`config.mk`:
```
export PLATFORM = sky130hd
export DESIGN_NAME = mat_stream_tx
export DESIGN_NICKNAME = d
export VERILOG_FILES = /design/src/rtl/mat_stream_tx.sv
export SDC_FILE = /design/constraint.sdc
export NUM_CORES = 1
export LEC_CHECK = 0
export CELL_PAD_IN_SITES_DETAIL_PLACEMENT = 1
export CELL_PAD_IN_SITES_GLOBAL_PLACEMENT = 2
export CORE_AREA = 5 5 76 78
export CTS_CLUSTER_DIAMETER = 200
export DETAILED_ROUTE_END_ITERATION = 10
export DIE_AREA = 0 0 81 83
export PLACE_DENSITY = 0.81
export SLEW_MARGIN = 30
export SYNTH_ARGS = -nofsm -noshare
export SYNTH_HDL_FRONTEND = slang
export SYNTH_SLANG_ARGS = --single-unit
```
`constraint.sdc`:
```
create_clock -name clk -period 2 [get_ports clk]
set_input_delay 0.3 -clock clk [delete_from_list [all_inputs] [get_ports clk]]
set_output_delay 0.3 -clock clk [all_outputs]
set_load 0.05 [all_outputs]
```
`src/rtl/mat_stream_tx.sv`:
```
// mat_stream_tx: streams a ROWS x COLS matrix from sync-read memory to a byte UART transmitter.
// Optional macro ROW_DELIM_EN appends byte 8'h0A after the last element of every row.
module mat_stream_tx #(
    parameter int ROWS      = 2,
    parameter int COLS      = 2,
    parameter int DATA_W    = 8,
    parameter int ADDR_W    = 6,
    parameter int BASE_ADDR = 0,
    parameter int MSB_FIRST = 0
) (
    input  logic              clk,
    input  logic              rst,
    input  logic              start,
    output logic              mem_rd_en,
    output logic [ADDR_W-1:0] mem_addr,
    input  logic [DATA_W-1:0] mem_rdata,
    output logic              tx_start,
    output logic [7:0]        tx_byte,
    input  logic              tx_busy,
    output logic              busy,
    output logic              done,
    output logic [ADDR_W-1:0] elem_idx
);
    localparam int NB = DATA_W / 8;
    localparam int N  = ROWS * COLS;
    localparam int BW = NB > 1 ? $clog2(NB) : 1;

    if (N + BASE_ADDR > 2 ** ADDR_W) begin : g_addr_chk
        $error("mat_stream_tx: matrix does not fit in the address space");
    end
    if (DATA_W % 8 != 0 || DATA_W < 8 || DATA_W > 32) begin : g_width_chk
        $error("mat_stream_tx: DATA_W must be a multiple of 8 in 8..32");
    end

    typedef enum logic [3:0] {
        IDLE, READ, LATCH, SEND, WAIT_ACK, WAIT_DONE, FIN
`ifdef ROW_DELIM_EN
        , SEND_DELIM, DELIM_ACK, DELIM_DONE
`endif
    } state_t;

    state_t            state, next;
    logic              start_q, start_edge, last_byte, last_elem, byte_inc, elem_inc;
    logic [BW-1:0]     byte_idx, k;
    logic [DATA_W-1:0] data_q;
    logic [7:0]        byte_q, sel;

    assign start_edge = start & ~start_q;
    assign last_byte  = byte_idx == BW'(NB - 1);
    assign last_elem  = elem_idx == ADDR_W'(N - 1);
    // byte k counted from the far end of the element when sending MSB first
    assign k          = MSB_FIRST != 0 ? BW'(NB - 1) - byte_idx : byte_idx;
    assign sel        = data_q[8*k +: 8];

`ifdef ROW_DELIM_EN
    localparam int CW = COLS > 1 ? $clog2(COLS) : 1;
    logic [CW-1:0] col;
    logic          last_col;
    assign last_col = col == CW'(COLS - 1);
    assign tx_start = state == SEND || state == SEND_DELIM;
    assign tx_byte  = state == SEND ? sel : state == SEND_DELIM ? 8'h0A : byte_q;
`else
    assign tx_start = state == SEND;
    assign tx_byte  = state == SEND ? sel : byte_q;
`endif
    assign mem_rd_en = state == READ;
    assign mem_addr  = state == READ ? ADDR_W'(BASE_ADDR) + elem_idx : '0;
    assign busy      = state != IDLE;
    assign done      = state == FIN;

    always_comb begin
        next     = state;
        byte_inc = 1'b0;
        elem_inc = 1'b0;
        case (state)
            IDLE:      next = start_edge ? READ : IDLE;
            READ:      next = LATCH;
            LATCH:     next = SEND;
            SEND:      next = WAIT_ACK;
            WAIT_ACK:  next = tx_busy ? WAIT_DONE : WAIT_ACK;
            WAIT_DONE: if (!tx_busy) begin
                if (!last_byte) begin
                    next     = SEND;
                    byte_inc = 1'b1;
                end
`ifdef ROW_DELIM_EN
                else if (last_col) next = SEND_DELIM;
`endif
                else if (!last_elem) begin
                    next     = READ;
                    elem_inc = 1'b1;
                end
                else next = FIN;
            end
            FIN:       next = IDLE;
`ifdef ROW_DELIM_EN
            SEND_DELIM: next = DELIM_ACK;
            DELIM_ACK:  next = tx_busy ? DELIM_DONE : DELIM_ACK;
            DELIM_DONE: if (!tx_busy) begin
                next     = last_elem ? FIN : READ;
                elem_inc = !last_elem;
            end
`endif
            default:   next = IDLE;
        endcase
    end

    always_ff @(posedge clk) begin
        if (rst) begin
            state    <= IDLE;
            start_q  <= 1'b0;
            elem_idx <= '0;
            byte_idx <= '0;
            data_q   <= '0;
            byte_q   <= '0;
`ifdef ROW_DELIM_EN
            col      <= '0;
`endif
        end else begin
            state   <= next;
            start_q <= start;
            if (state == IDLE && start_edge) begin
                elem_idx <= '0;
                byte_idx <= '0;
`ifdef ROW_DELIM_EN
                col      <= '0;
`endif
            end
            if (state == LATCH) begin
                data_q   <= mem_rdata;
                byte_idx <= '0;
            end
            if (byte_inc) byte_idx <= byte_idx + 1'b1;
            if (elem_inc) begin
                elem_idx <= elem_idx + 1'b1;
`ifdef ROW_DELIM_EN
                col      <= last_col ? '0 : col + 1'b1;
`endif
            end
            if (tx_start) byte_q <= tx_byte;
        end
    end
endmodule

```
==> results of run 1 <==
==> Yosys cell counts, drive strengths merged <==
| cell type | instances | area (sq um) |
|---|---|---|
| dfxtp | 27 | 541 |
| nand2 | 21 | 78.8 |
| nor2 | 13 | 48.8 |
| nand3 | 12 | 60.1 |
| nor2b | 11 | 68.8 |
| o21ai | 10 | 50.1 |
| mux2i | 8 | 80.1 |
| and2 | 6 | 37.5 |
| inv | 5 | 18.8 |
| a31oi | 4 | 25.0 |
| buf | 4 | 18.8 |
| clkbuf | 4 | 15.0 |
| a21oi | 3 | 15.0 |
| or3 | 3 | 18.8 |
| nor3 | 2 | 10.0 |
| and3 | 1 | 6.26 |
| and4bb | 1 | 12.5 |
| ha | 1 | 12.5 |
| nand3b | 1 | 7.51 |
| nand4b | 1 | 8.76 |
| nor3b | 1 | 7.51 |
| o211a | 1 | 10.0 |
| o211ai | 1 | 21.3 |
| o21a | 1 | 7.51 |
| o311ai | 1 | 8.76 |
| o31ai | 1 | 7.51 |
| o32a | 1 | 10.0 |
| or2 | 1 | 6.26 |
| or3b | 1 | 8.76 |
| or4 | 1 | 11.3 |
| xnor2 | 1 | 8.76 |
==> state kept, by name, summed over array words and instances, names as in the netlist <==
name / flops
byte_q: 8
data_q: 8
elem_idx: 6
state: 3
byte_idx: 1
start_q: 1
==> metal layers <==
layer  track usage (%)  vias to the layer above  share of wire [%]
met5                 0                        -                  0
met4              4.15                        0               0.79
met3              1.84                        2                3.1
met2              18.2                       22                 53
met1              13.1                      558                 43
li1                  -                      595                  -
==> kinds of logic (layout without fill, tap and decap cells) <==
| family | Yosys count | count (layout) | synth area share [%] |
|---|---|---|---|
| fa+ha+maj | 1 | 1 | 1.01 |
| mux | 8 | 8 | 6.45 |
| compound gates | 23 | 23 | 12.5 |
| buf+inv | 13 | 57 | 4.23 |
| simple gates | 76 | 76 | 31.6 |
| flops | 27 | 27 | 43.5 |
| xor+xnor | 1 | 1 | 0.706 |
==> stage by stage <==
step,setup TNS (ns),hold WS [ns],utilization (%),cell area (sq um),cells
after global placement,0,0.475,37.5,1880,256
after global routing,0,0.526,38.9,1950,263
after CTS,0,0.508,38.9,1950,263
after floorplan,-2.19,0.428,-,1240,149
final,0,0.504,38.9,1950,263
after detailed placement,0,0.480,37.5,1880,256
==> power groups by stage <==
stage	clock, W	combinational, W	sequential, W
after detailed placement	0	0.000230	0.000587
after floorplan	0	0.000137	0.000581
after CTS	0.000330	0.000235	0.000574
after global routing	0.000356	0.000251	0.000577
after global placement	0	0.000228	0.000585
final	0.000314	0.000232	0.000575
==> how the worst max path moves through the flow <==
stage / slack [ns] / depth (start not counted) / to
floorplan: -0.18 / 4 / tx_byte[4]
detailed placement: 0.08 / 5 / elem_idx[3]
finish: 0.11 / 1 / elem_idx[2]
global placement: 0.13 / 5 / elem_idx[4]
global route: 0.03 / 1 / elem_idx[4]
CTS: 0.04 / 4 / tx_byte[7]
==> worst min-delay path: stages (launching register included) <==
cell and delay, ns:
dfxtp_1 0.34, mux2i_1 0.07, nor2_1 0.07
==> cell type report <==
class	instances	area [sq um]	share of cell area [%]
clock buffers	3	41.3	2.12
well taps	70	87.6	4.49
inverters	5	18.8	0.962
repair buffers	48	603	30.9
clock inverters	1	5.00	0.257
flip-flops and latches	27	542	27.8
multi-input cells	109	653	33.5
==> layout by cell type, fill, tap and decap left out, types with 2 or more instances in the layout <==
master            n
inv_1             5
clkbuf_8          3
nand3_1          12
buf_12           16
nor3_1            2
or3_1             3
nand2_1          21
and2_1            6
o21ai_1           7
buf_4            15
nor2_1           13
a21oi_1           3
dfxtp_1          26
clkdlybuf4s50_1  17
a31oi_1           4
o21ai_0           3
nor2b_1          11
mux2i_1           8
==> repair_timing <==
action                                  in CTS  in global routing
cloned                                       0                  0
hold buffers                                 0                  0
endpoints found under the setup margin       8                  8
gates resized for setup                      0                  4
pin swaps                                    1                  0
buffers inserted                             3                  0
==> impl_metrics.csv, run 1 <==
group,metric,value,unit
status,status,"complete, no violations",
worst_setup_path,r2r_start,"elem_idx[2]",
timing,clock.fmax,530,MHz
floorplanning,die_h,83,um
worst_setup_path,critPathLaunch,"elem_idx[2]",
final_layout,area_growth_syn_to_layout,57.2,%
power,cellPowerDensity,574,nW/um^2
worst_setup_path,critPathKind,"reg -> out",
clock_tree,clockRootBuffer,"clkbuf_8",
timing,min_period,1.89,ns
synth,ys_seq_area_share,43.5,%
floorplanning,design.portCount,36,
clock_tree,clockBufferDepth,2,
power,p_leak,0.719,nW
global_routing,grt_start_max_net_pins,23,
worst_setup_path,startpoint_type,"flop",
clock_tree,clock_latency,0.27,ns
route,wl,3.40,mm
power,p_seq_share,51.3,%
worst_setup_path,reg2regPathDepth,4,
placed_design,dp_hpwl,2.65,mm
timing,rsz0062_at_grt,"false",
route,first_pass_iters,4,
worst_setup_path,worstPathArrival,1.59,ns
timing,hold_violations,0,
power,p_sw,0.000315,W
placed_design,post-place-ws,0.0823,ns
floorplanning,core-area,5010,sq um
timing,setup_violations,0,
final_layout,nets,207,
clock_tree,cts.clk_slew.worst_paths,0.09,ns
timing,finClkSkew,0.00261,ns
min_path,hold_path.class,"reg -> reg",
job,drv_cap,0,
power,combPwrFrac,20.7,%
clock_tree,clock-sinks,27,
worst_setup_path,r2r_slack,0.37,ns
power,power.total,0.00112,W
route,wire_per_inst,12.9,um
worst_setup_path,crit_buf_inv,1,
route,detailroute.via_count,1177,
power,swShare,28.1,%
final_layout,diodes,0,
placed_design,gp_congestion,0.725,
final_layout,drive_above_1_share,21.8,%
clock_tree,ctsHtreeMaxLevel,1,
global_routing,grt_overflow,0,
worst_setup_path,end_kind,"output pin",
synth,synthCells,149,
floorplanning,die-width,81,um
floorplanning,rows,26,
min_path,min_path_cells,2,
worst_setup_path,crit_path_max_fanout,8,
route,final_antenna_net_count,0,
timing,slew-limit-headroom,66.2,%
synth,syn_nets,162,
min_path,worstHoldStart,"data_q[1]",
clock_tree,cts_tree,"built",
route,drc,0,
worst_setup_path,critPathTopFamily,"buffers and inverters",
synth,yosysWarnings,0,
synth,ys_ff_latch,27,
synth,syn_area,1240,sq um
global_routing,antenna_found_initial,0,
synth,synth_cell_types,32,
worst_setup_path,max_stage_delay,0.85,ns
min_path,hold_end,"data_q[1]",
floorplanning,start_util,24.8,%
timing,slew_viol_final,0,
route,drt_iter0_drc,36,
worst_setup_path,critPathSlowestCell,"clkdlybuf4s50_1",
timing,setup_ws,0.115,ns
worst_setup_path,crit_required,1.70,ns
global_routing,grt_use_total,10.7,%
final_layout,fillers,591,
timing,worst_pin_slew,0.505,ns
timing,fin_crit_sh,94.3,%
power,p_clk_share,28.0,%
route,vias_per_cell,4.48,
placed_design,port-buffer-count,35,
synth,syn_area_per_cell,8.33,sq um
floorplanning,dieArea,6720,sq um
global_routing,grt_pass1_wl,5.78,mm
power,internal_power,0.000805,W
worst_setup_path,rr_endpoint,"elem_idx[4]",
clock_tree,cts_buffers,3,
power,peakVddDrop,0.000225,V
worst_setup_path,crit_chain,"clkdlybuf4s50_1",
global_routing,grt_pass1_vias,1199,
No activity file was read; power rests on OpenSTA's default activity.
==> inputs of run 2 (changes only) <==
--- a/config.mk
+++ b/config.mk
@@ -5,6 +5,7 @@
 export SDC_FILE = /design/constraint.sdc
 export NUM_CORES = 1
 export LEC_CHECK = 0
+export CAP_MARGIN = 25
 export CELL_PAD_IN_SITES_DETAIL_PLACEMENT = 1
 export CELL_PAD_IN_SITES_GLOBAL_PLACEMENT = 2
 export CORE_AREA = 5 5 76 78
==> constraint.sdc (replaced) <==
create_clock -name clk -period 2.05 [get_ports clk]
set_input_delay 0.3075 -clock clk [delete_from_list [all_inputs] [get_ports clk]]
set_output_delay 0.3075 -clock clk [all_outputs]
set_load 0.05 [all_outputs]
==> run 2 against run 1 <==
Net effect: combinational power shrank 8.6%; global-route usage is essentially flat; utilization shrank 0.97 points; hold slack gained 0.0010 ns; highest routed layer unchanged; first-iteration DRC count shrank 47%; non-clock buffer count shrank 7; power shrank 2.1%; critical path depth is the same.
==> impl_metrics.csv, run 2 (synthesis results as in run 1) <==
group,metric,value,unit
final_layout,fin_area,1900,sq um
floorplanning,rows,26,
floorplanning,die_h,83,um
worst_setup_path,startpoint_type,"flop",
floorplanning,design.portCount,36,
clock_tree,ctsHtreeMaxLevel,1,
min_path,hold_path.class,"reg -> reg",
timing,slew-limit-headroom,66.5,%
global_routing,grt_use_total,10.7,%
clock_tree,clockBufferDepth,2,
global_routing,antenna_found_initial,0,
route,first_pass_iters,4,
global_routing,grt_start_max_net_pins,19,
final_layout,nets,200,
power,internal_power,0.000777,W
route,drc,0,
placed_design,port-buffer-count,35,
power,p_clk_share,29.2,%
floorplanning,core-area,5010,sq um
final_layout,layout_common_cells,"dfxtp_1 (27), nand2_1 (21), clkdlybuf4s50_1 (17)",
final_layout,area_growth_syn_to_layout,53.2,%
min_path,worstHoldStart,"data_q[0]",
power,swShare,29.1,%
timing,finClkSkew,0.00420,ns
timing,hold_violations,0,
placed_design,post-place-ws,0.113,ns
route,vias_per_cell,4.43,
worst_setup_path,end_kind,"output pin",
clock_tree,clock_latency,0.28,ns
final_layout,drive_above_1_share,18.8,%
worst_setup_path,max_stage_delay,0.86,ns
route,wire_per_inst,13.0,um
placed_design,gp_congestion,0.737,
route,detailroute.via_count,1133,
power,p_seq_share,51.4,%
timing,holdWs,0.505,ns
worst_setup_path,worstPathArrival,1.63,ns
timing,setup_violations,0,
power,cellPowerDensity,577,nW/um^2
min_path,hold_end,"data_q[0]",
floorplanning,die-width,81,um
global_routing,grt_pass1_vias,1185,
clock_tree,cts_buffers,3,
power,p_leak,0.681,nW
power,peakVddDrop,0.000335,V
floorplanning,start_util,24.8,%
worst_setup_path,critPathSlowestCell,"clkdlybuf4s50_1",
status,status,"complete, no violations",
timing,worst_pin_slew,0.501,ns
worst_setup_path,critPathTopFamily,"buffers and inverters",
power,combPwrFrac,19.4,%
worst_setup_path,r2r_slack,0.39,ns
final_layout,final_common_cell,"dfxtp_1",
global_routing,grt_overflow,0,
timing,min_period,1.94,ns
timing,clock.fmax,516,MHz
timing,setup_ws,0.112,ns
timing,fin_crit_sh,94.5,%
min_path,min_path_cells,2,
final_layout,diodes,0,
final_layout,instances_no_fill,256,
worst_setup_path,critPathKind,"reg -> out",
route,final_antenna_net_count,0,
route,wl,3.34,mm
clock_tree,cts_tree,"built",
floorplanning,dieArea,6720,sq um
clock_tree,clock-sinks,27,
worst_setup_path,reg2regPathDepth,4,
timing,rsz0062_at_grt,"false",
route,drt_iter0_drc,19,
worst_setup_path,crit_required,1.74,ns
worst_setup_path,crit_path_max_fanout,8,
global_routing,grt_pass1_wl,5.76,mm
power,p_sw,0.000319,W
placed_design,placed_area,1850,sq um
worst_setup_path,crit_chain,"clkdlybuf4s50_1",
worst_setup_path,r2r_start,"elem_idx[2]",
timing,slew_viol_final,0,
worst_setup_path,rr_endpoint,"elem_idx[4]",
final_layout,reg.largest.list,"byte_q (8), data_q (8), elem_idx (6)",
clock_tree,cts.clk_slew.worst_paths,0.10,ns
timing,fin_setup_tns,0,ns
worst_setup_path,crit_buf_inv,1,
clock_tree,clockRootBuffer,"clkbuf_8",
placed_design,dp_cells,252,
placed_design,dp_hpwl,2.54,mm
job,drv_cap,0,
-- run 2: how the worst max path moves through the flow --
stage / from / endpoint / slack [ns] / cells past startpoint
3_3_place_gp: tx_busy / elem_idx[4] / 0.16 / 5
2_1_floorplan: byte_idx / tx_byte[4] / -0.13 / 4
3_5_place_dp: tx_busy / elem_idx[3] / 0.11 / 5
5_1_grt: state[0] / tx_byte[5] / 0.02 / 4
4_1_cts: state[0] / tx_byte[7] / 0.01 / 4
6_report: elem_idx[2] / elem_idx[2] / 0.11 / 1
-- run 2: power groups by stage --
stage / clock network [W] / registers, W / logic (W)
2_1_floorplan: 0 / 0.000566 / 0.000134
3_3_place_gp: 0 / 0.000575 / 0.000212
3_5_place_dp: 0 / 0.000576 / 0.000213
4_1_cts: 0.000328 / 0.000564 / 0.000215
5_1_grt: 0.000346 / 0.000568 / 0.000232
6_report: 0.000320 / 0.000564 / 0.000212
-- run 2: worst min-delay path: stages (launching register included) --
cell and delay, ns:
dfxtp_1 0.34, mux2i_1 0.07, nor2_1 0.07
-- run 2: layer usage --
| layer | GRT usage (%) | routed length (um) | vias to the layer above |
|---|---|---|---|
| li1 | - | - | 581 |
| met1 | 12.9 | 1480 | 532 |
| met2 | 18.6 | 1720 | 15 |
| met3 | 1.52 | 78 | 5 |
| met4 | 4.15 | 58 | 0 |
| met5 | 0 | 0 | - |
-- run 2: what timing repair did --
action                                  CTS  global route
buffers inserted                          0             0
hold buffers                              0             0
endpoints found under the setup margin    1             9
gates resized for setup                   1             4
-- run 2: final cells by class --
cell class                      instances  area (sq um)
Fill cell                             604          3110
Multi-Input combinational cell        109           656
Timing Repair Buffer                   41           551
Sequential cell                        27           541
Tap cell                               70          87.6
Clock buffer                            3          41.3
Inverter                                5          18.8
Clock inverter                          1          7.51
-- run 2: per-stage QoR --
| step | total power [W] | utilization, % |
|---|---|---|
| final | 0.00110 | 38.0 |
| after global routing | 0.00115 | 38.0 |
| after CTS | 0.00111 | 37.9 |
| after detailed placement | 0.000790 | 36.9 |
| after global placement | 0.000787 | 36.9 |
| after floorplan | 0.000701 | - |
